`config.mk`:
```
export PLATFORM = sky130hd
export DESIGN_NAME = fifo_push_arbiter
export DESIGN_NICKNAME = d
export VERILOG_FILES = /design/src/rtl/fifo_arb_pkg.sv /design/src/rtl/rr_priority_select.sv /design/src/rtl/fifo_push_arbiter.sv
export SDC_FILE = /design/constraint.sdc
export NUM_CORES = 1
export LEC_CHECK = 0
export CAP_MARGIN = 20
export CORE_MARGIN = 2
export CORE_UTILIZATION = 38
export DETAILED_ROUTE_END_ITERATION = 7
export HOLD_SLACK_MARGIN = 0.02
export PLACE_DENSITY = 0.84
export SKIP_CTS_REPAIR_TIMING = 1
export SLEW_MARGIN = 5
export SYNTH_ARGS = -nofsm -noshare
export SYNTH_HDL_FRONTEND = slang
export SYNTH_HIERARCHICAL = 1
export SYNTH_SLANG_ARGS = --single-unit
```
`constraint.sdc`:
```
create_clock -name aclk -period 5.35 [get_ports aclk]
set_clock_uncertainty 0.1 [all_clocks]
set_input_delay 1.07 -clock aclk [delete_from_list [all_inputs] [get_ports aclk]]
set_output_delay 1.07 -clock aclk [all_outputs]
set_load 0.005 [all_outputs]
```
`src/rtl/fifo_arb_pkg.sv`:
```
// Shared types and helpers for the FIFO push arbiter.
// The lock FSM states are used only when FIFO_ARB_LOCK_EN is defined.
package fifo_arb_pkg;

   typedef enum logic {
      IDLE   = 1'b0,
      LOCKED = 1'b1
   } arb_state_t;

   // Wrapping increment of a round-robin index over nb requesters.
   function automatic int unsigned rr_next(input int unsigned ptr, input int unsigned nb);
      return (ptr + 1 >= nb) ? 0 : ptr + 1;
   endfunction

endpackage

```
`src/rtl/rr_priority_select.sv`:
```
// Combinational round-robin selector: first asserted request at or above rr_ptr,
// wrapping modulo NB_REQ.
module rr_priority_select #(
   parameter int unsigned NB_REQ   = 4,
   parameter int unsigned ID_WIDTH = 2
) (
   input  logic [NB_REQ-1:0]   req,
   input  logic [ID_WIDTH-1:0] rr_ptr,
   output logic [NB_REQ-1:0]   win_onehot,
   output logic [ID_WIDTH-1:0] win_idx,
   output logic                any_valid
);

   int unsigned       idx;
   logic [NB_REQ-1:0] rot;

   always_comb begin
      win_onehot = '0;
      win_idx    = '0;
      any_valid  = 1'b0;
      idx        = 0;
      rot        = '0;
      for (int unsigned k = 0; k < NB_REQ; k++) begin
         idx = 32'(rr_ptr) + k;
         if (idx >= NB_REQ) begin
            idx = idx - NB_REQ;
         end
         // Shift instead of a variable bit-select to keep index widths exact.
         rot = req >> idx;
         if (!any_valid && rot[0]) begin
            any_valid  = 1'b1;
            win_idx    = idx[ID_WIDTH-1:0];
            win_onehot = NB_REQ'(1) << idx;
         end
      end
   end

endmodule

```
`src/rtl/fifo_push_arbiter.sv`:
```
// Round-robin arbiter sharing one scfifo write port between NB_REQ valid/ready requesters.
// Optional FIFO_ARB_LOCK_EN adds req_last and keeps the grant on one requester per packet.
module fifo_push_arbiter
   import fifo_arb_pkg::*;
#(
   parameter int unsigned NB_REQ     = 4,
   parameter int unsigned DATA_WIDTH = 8,
   parameter int unsigned ID_WIDTH   = 2
) (
   input  logic                           aclk,
   input  logic                           areset,
   input  logic                           swrst,
   input  logic [NB_REQ-1:0]              req_valid,
   input  logic [NB_REQ*DATA_WIDTH-1:0]   req_data,
`ifdef FIFO_ARB_LOCK_EN
   input  logic [NB_REQ-1:0]              req_last,
`endif
   output logic [NB_REQ-1:0]              req_ready,
   output logic                           fifo_push,
   output logic [ID_WIDTH+DATA_WIDTH-1:0] fifo_data,
   input  logic                           fifo_full,
   output logic [ID_WIDTH-1:0]            grant_id
);

   logic [ID_WIDTH-1:0]   rr_ptr;
   logic [NB_REQ-1:0]     req_masked;
   logic [NB_REQ-1:0]     win_onehot;
   logic [ID_WIDTH-1:0]   win_idx;
   logic                  any_valid;
   logic [DATA_WIDTH-1:0] win_data;
   logic [ID_WIDTH-1:0]   ptr_after_win;

   rr_priority_select #(
      .NB_REQ   (NB_REQ),
      .ID_WIDTH (ID_WIDTH)
   ) u_select (
      .req        (req_masked),
      .rr_ptr     (rr_ptr),
      .win_onehot (win_onehot),
      .win_idx    (win_idx),
      .any_valid  (any_valid)
   );

   // Reset gates the push combinationally so an in-flight cycle is dropped at once.
   assign fifo_push     = any_valid & ~fifo_full & ~areset & ~swrst;
   assign req_ready     = win_onehot & {NB_REQ{fifo_push}};
   assign win_data      = DATA_WIDTH'(req_data >> (32'(win_idx) * DATA_WIDTH));
   assign fifo_data     = {win_idx, win_data};
   assign grant_id      = win_idx;
   assign ptr_after_win = ID_WIDTH'(rr_next(32'(win_idx), NB_REQ));

`ifdef FIFO_ARB_LOCK_EN
   arb_state_t          state;
   logic [ID_WIDTH-1:0] lock_idx;
   logic                win_last;

   assign win_last   = |(req_last & win_onehot);
   assign req_masked = (state == LOCKED) ? (req_valid & (NB_REQ'(1) << lock_idx)) : req_valid;

   // In LOCKED the winner is always lock_idx, so ptr_after_win is lock_idx+1.
   always_ff @(posedge aclk or posedge areset) begin
      if (areset) begin
         state    <= IDLE;
         lock_idx <= '0;
         rr_ptr   <= '0;
      end else if (swrst) begin
         state    <= IDLE;
         lock_idx <= '0;
         rr_ptr   <= '0;
      end else if (fifo_push) begin
         if (win_last) begin
            state  <= IDLE;
            rr_ptr <= ptr_after_win;
         end else begin
            state    <= LOCKED;
            lock_idx <= win_idx;
         end
      end
   end
`else
   assign req_masked = req_valid;

   always_ff @(posedge aclk or posedge areset) begin
      if (areset) begin
         rr_ptr <= '0;
      end else if (swrst) begin
         rr_ptr <= '0;
      end else if (fifo_push) begin
         rr_ptr <= ptr_after_win;
      end
   end
`endif

endmodule

```
After elaboration in Yosys (flattened, before gate mapping) --
Index checks and enable logic that the tools add are counted.
Cells by class: reductions and logical operators 7, shifts and indexed selects 9, order comparisons 5, add/subtract/negate cells 8, bitwise operators 7, mux-type cells 19
Operators with widths (count):
- $mux W32 | 4
- $shl A1 B32 Y4 const A | 4
- $shr A4 B32 Y1 | 4
- $ge A32 B3 Y1 const B | 3
- $sub A32 B3 Y32 const B | 3
- $shr A32 B5 Y8 | 1
- $mux W4 | 4
- $mux W2 | 7
- $add A2 B1 Y3 const B | 2
- $add A2 B2 Y3 const B | 2
- $and A4 B4 Y4 | 1
- $mux W1 | 4
- $sub A2 B3 Y4 const B | 1
- $and A1 B1 Y1 | 3
- $ge A2 B3 Y1 const B | 1
- $ge A3 B3 Y1 const B | 1
- $logic_and A1 B1 Y1 | 3
- $logic_not A1 Y1 | 3
- $not A1 Y1 | 3
- $reduce_bool A2 Y1 | 1
Storage, ports and cells: word-level logic and storage cells 56, bits of input ports 40, output and inout port bits 17, bits in registers 2

Logic depth before layout (Yosys ltp) --
depth in word-level cells 18, depth in mapped cells 13, gate-level depth less buffers 9

Cells and area by module --
Netlist, hierarchy kept.
By module, submodules not included:
- rr_priority_select | instances 1, area an instance 594.3 um2, cells each 72, sequential area each 0.0 um2
- fifo_push_arbiter | instances 1, area an instance 384.1 um2, cells each 28, sequential area each 50.0 um2

Worst setup path after synthesis --
Ideal clock, no wire load.
kind register to output, start point register rr_ptr[0], end point output fifo_data[0], data arrival time 3.438 ns, slack 0.742 ns, cell stages (with the launch flop) 13, data required time 4.180 ns, cells stage by stage dfrtp_1 > buf_6 > clkbuf_1 > inv_1 > ha_1 > buf_4 > mux4_1 > or2_1 > buf_6 > nor3_4 > mux2i_1 > clkbuf_2 > mux4_2
Between the ends: longest elaborated chain between the ends 14, elaborated cells on any way between the ends 33
RTL lines:
- start, declared | RTL line fifo_push_arbiter.sv:25 | logic [ID_WIDTH-1:0] rr_ptr;
- start signal, assigned | RTL line fifo_push_arbiter.sv:89 | rr_ptr <= ptr_after_win;
- branches (longest 12 deep; another with $sub A32 B3 Y32)
- $mux W2 (*) | RTL line rr_priority_select.sv:30 | if (!any_valid && rot[0]) begin
- net grant_id[1] | RTL line fifo_push_arbiter.sv:22 | output logic [ID_WIDTH-1:0] grant_id
- $shr A32 B5 Y8 (*) | RTL line fifo_push_arbiter.sv:47 | assign win_data = DATA_WIDTH'(req_data >> (32'(win_idx) * DATA_WIDTH));
- end, declared | RTL line fifo_push_arbiter.sv:20 | output logic [ID_WIDTH+DATA_WIDTH-1:0] fifo_data,
Mark *: on every way through the listed nets, which the timed path passes.

Final worst setup path --
start point input req_valid[3], end point output fifo_data[1]
Between the ends: longest elaborated chain between the ends 12, elaborated cells on any way between the ends 18
RTL lines:
- start, declared | RTL line fifo_push_arbiter.sv:13 | input logic [NB_REQ-1:0] req_valid,
- $shr A4 B32 Y1 | RTL line rr_priority_select.sv:29 | rot = req >> idx;
- $mux W1 | RTL line rr_priority_select.sv:30
- $logic_not A1 Y1 | RTL line rr_priority_select.sv:30
- $logic_and A1 B1 Y1 | RTL line rr_priority_select.sv:30
- $mux W1 | RTL line rr_priority_select.sv:30
- $logic_not A1 Y1 | RTL line rr_priority_select.sv:30
- $logic_and A1 B1 Y1 | RTL line rr_priority_select.sv:30
- $mux W1 | RTL line rr_priority_select.sv:30
- $logic_not A1 Y1 | RTL line rr_priority_select.sv:30
- $logic_and A1 B1 Y1 | RTL line rr_priority_select.sv:30
- $mux W2 (*) | RTL line rr_priority_select.sv:30
- $shr A32 B5 Y8 (*) | RTL line fifo_push_arbiter.sv:47
Mark *: on every way between the ends. The rest lies on a longest branch, timed or not.

==> flow_summary_export.csv <==
group,metric,value,unit
route,via_count,1031,
timing,setup_violations,0,
route,met1_length,1.27,mm
clocking,ctsLongestPathBuffers,2,
global_route,antenna_found_initial,0,
pwr,cellPowerDensity,344,nW/µm²
cells_and_area,final_util,0.641,
yosys,syn_inst,100,
floorplanning,placementRows,18,
pwr,ir_drop,0.253,mV
cells_and_area,layout.cells.non_filler,185,
clocking,cts_buffers,3,
critical_path,cp_cell_sequence,"clkdlybuf4s50_1 > mux4_1 > or2_1 > nor3_4 > mux2i_1 > buf_4 > mux4_2 > clkdlybuf4s50_1",
route,routed_via_density,5.57,
floorplanning,die_y,54.7,µm
cells_and_area,num_antenna_cells,0,
timing,max_freq,0.191,GHz
cells_and_area,nets,205,
placement,pre_cts_slack,0.123,ns
yosys,yosysTopAreaCellShare,0.207,
floorplanning,io_pins,57,
floorplanning,dieArea,3000,µm²
cells_and_area,largest_reg_flops,2,
floorplanning,dieWidth,54.7,µm
global_route,grt_pass1_wl,4.52,mm
yosys,ys_seq_area_frac,0.0512,
route,route.met2.wl,1.81,mm
yosys,ys_warn_count,6,
timing,worst_pin_slew,0.455,ns
clocking,clk_pin_slew_worst_paths,0.03,ns
pwr,power,542,µW
critical_path,path_max_fanout,11,
yosys,synth-edff-count,0,
placement,dp_cells,181,
route,top_layer,"met4",
timing,fin_ws,0.125,ns
critical_path,end_kind,"output pin",
yosys,synth-seq-cells,2,
global_route,grt_pass1_vias,968,
critical_path,arrival,4.06,ns
pwr,p_leak,0.585,nW
yosys,yosys-top-cells-count,"mux4_2 (9), ha_1 (8), a22oi_1 (6)",
yosys,syn_area_per_cell,9.78,µm²
placement,hpwl,2.49,mm
cells_and_area,synthToLayoutAreaGrowth,60.9,%
timing,tns,0,ns
yosys,synth_most_common_cell,"mux4_2",
status,status,"finished clean",
clocking,cts_tree,"built",
timing,drv_slew,0,
floorplanning,start_util,0.399,
timing,period_minus_slack,5.23,ns
route,drtIter0Drc,7,
global_route,grt_max_degree,21,
yosys,synth_area_leaders,"mux4_2 (21%), ha_1 (10%), dfrtp_1 (5.1%), a22oi_1 (4.6%), mux2_1 (4.6%)",
yosys,ys_types,37,
yosys,synthesis.area,978,µm²
route,wl,3.17,mm
global_route,overflow,0,
critical_path,cpMaxStageDelayCell,"mux4_1",
critical_path,crit_type,"in2out",
route,dr_wl_met3,63,µm
route,post_drt_wl_per_cell,17.1,µm
yosys,async_flop_share,1.00,
cells_and_area,reg.largest.list,"rr_ptr: 2 flops",
yosys,synth_area_leader_cell,"mux4_2",
cells_and_area,drive_gt1_frac,0.168,
cells_and_area,stdcell_area,1570,µm²
timing,worst_slew_margin_rel,0.696,
critical_path,crit_path_frequent_cell,"clkdlybuf4s50_1",
job,maxCapViolations,0,
timing,finalHoldViolCount,0,
worst_hold_path,worstHoldPathType,"reg2reg",
route,drtAntennaViolNets,0,
clocking,cts_root_buf,"clkbuf_4",
clocking,h-tree-depth,1,
placement,place.gp.congestion,0.780,
clocking,clk_latency,0.23,ns
timing,finalCritPeriodShare,0.977,
route,dr.pass1.iters,4,
critical_path,crit_path_max_incr_delay,0.59,ns
timing,rsz0062_at_grt,"false",
timing,whs,0.639,ns
route,drc,0,
placement,post_dp_cell_area,1540,µm²
global_route,track_usage,0.208,
cells_and_area,top_register,"rr_ptr",
critical_path,worst_setup_path_start_kind,"input pin",
placement,portBuffers,56,
clocking,clock_sinks,2,
yosys,ys.flop_type,"dfrtp_1",
critical_path,worstPathRequired,4.18,ns
yosys,synth_nets,148,
floorplanning,core,2450,µm²
layout make-up:
cell class                      count  area, µm²
Inverter                            4       15.0
Clock buffer                        3       22.5
Tap cell                           30       37.5
Fill cell                         202        881
Timing Repair Buffer               61        598
Sequential cell                     2       50.0
Multi-Input combinational cell     85        851
routing by layer:
layer	track usage	vias up
li1	-	505
met1	0.284	496
met2	0.345	26
met3	0.0137	4
met4	0.0708	0
met5	0	-
report_power, final:
group | internal (mW) | switching (mW) | leakage, nW | total (mW)
logic | 0.275 | 0.213 | 0.545 | 0.488
registers | 0.0185 | 0.00152 | 0.0272 | 0.0201
clock network | 0.0248 | 0.00894 | 0.0138 | 0.0337
logic make-up after synthesis:
kind of cell | share of synthesized area
adder cells (fa/ha/maj) | 0.102
multiplexers | 0.335
AND/OR/NAND/NOR | 0.217
AO/OA/AOI/OAI | 0.208
buffers and inverters | 0.0857
flip-flops | 0.0512
path summary, 6_finish.rpt:
| kind | from | to | slack, ns | cells past startpoint |
|---|---|---|---|---|
| hold reg to reg | rr_ptr[1] | rr_ptr[1] | 0.64 | 3 |
| min in group asynchronous | areset | rr_ptr[1] | 1.08 | 2 |
| setup reg to reg | rr_ptr[0] | rr_ptr[0] | 2.00 | 10 |
| max in group asynchronous | areset | rr_ptr[0] | 3.95 | 2 |
| hold / removal | rr_ptr[1] | rr_ptr[1] | 0.64 | 3 |
| setup / recovery | req_valid[3] | fifo_data[1] | 0.12 | 8 |
cells in the final DEF, fill, tap and decap left out, types with 2 or more instances in the layout:
master / Yosys / routed
o21bai_1: 2 / 2
mux2_2: 3 / 3
a22oi_1: 6 / 5
nor3_1: 5 / 5
clkbuf_4: 0 / 3
mux4_2: 9 / 9
nand2b_1: 2 / 2
o2bb2ai_1: 4 / 4
ha_1: 8 / 8
nand2_1: 4 / 4
inv_1: 3 / 3
nor2_1: 5 / 5
buf_4: 3 / 5
a21o_1: 2 / 2
mux2i_1: 2 / 2
nand3b_1: 2 / 2
dfrtp_1: 2 / 2
a221oi_1: 4 / 4
clkdlybuf4s50_1: 0 / 56
and2_1: 4 / 4
nor2b_1: 5 / 5
mux2_1: 4 / 4
critical path: cells and delay by family:
family                 cells  cell delay (ns)
buffers and inverters      3             1.24
AND/OR/NAND/NOR            2             0.63
multiplexers               3             1.11
(Power assumes the default switching activity.)
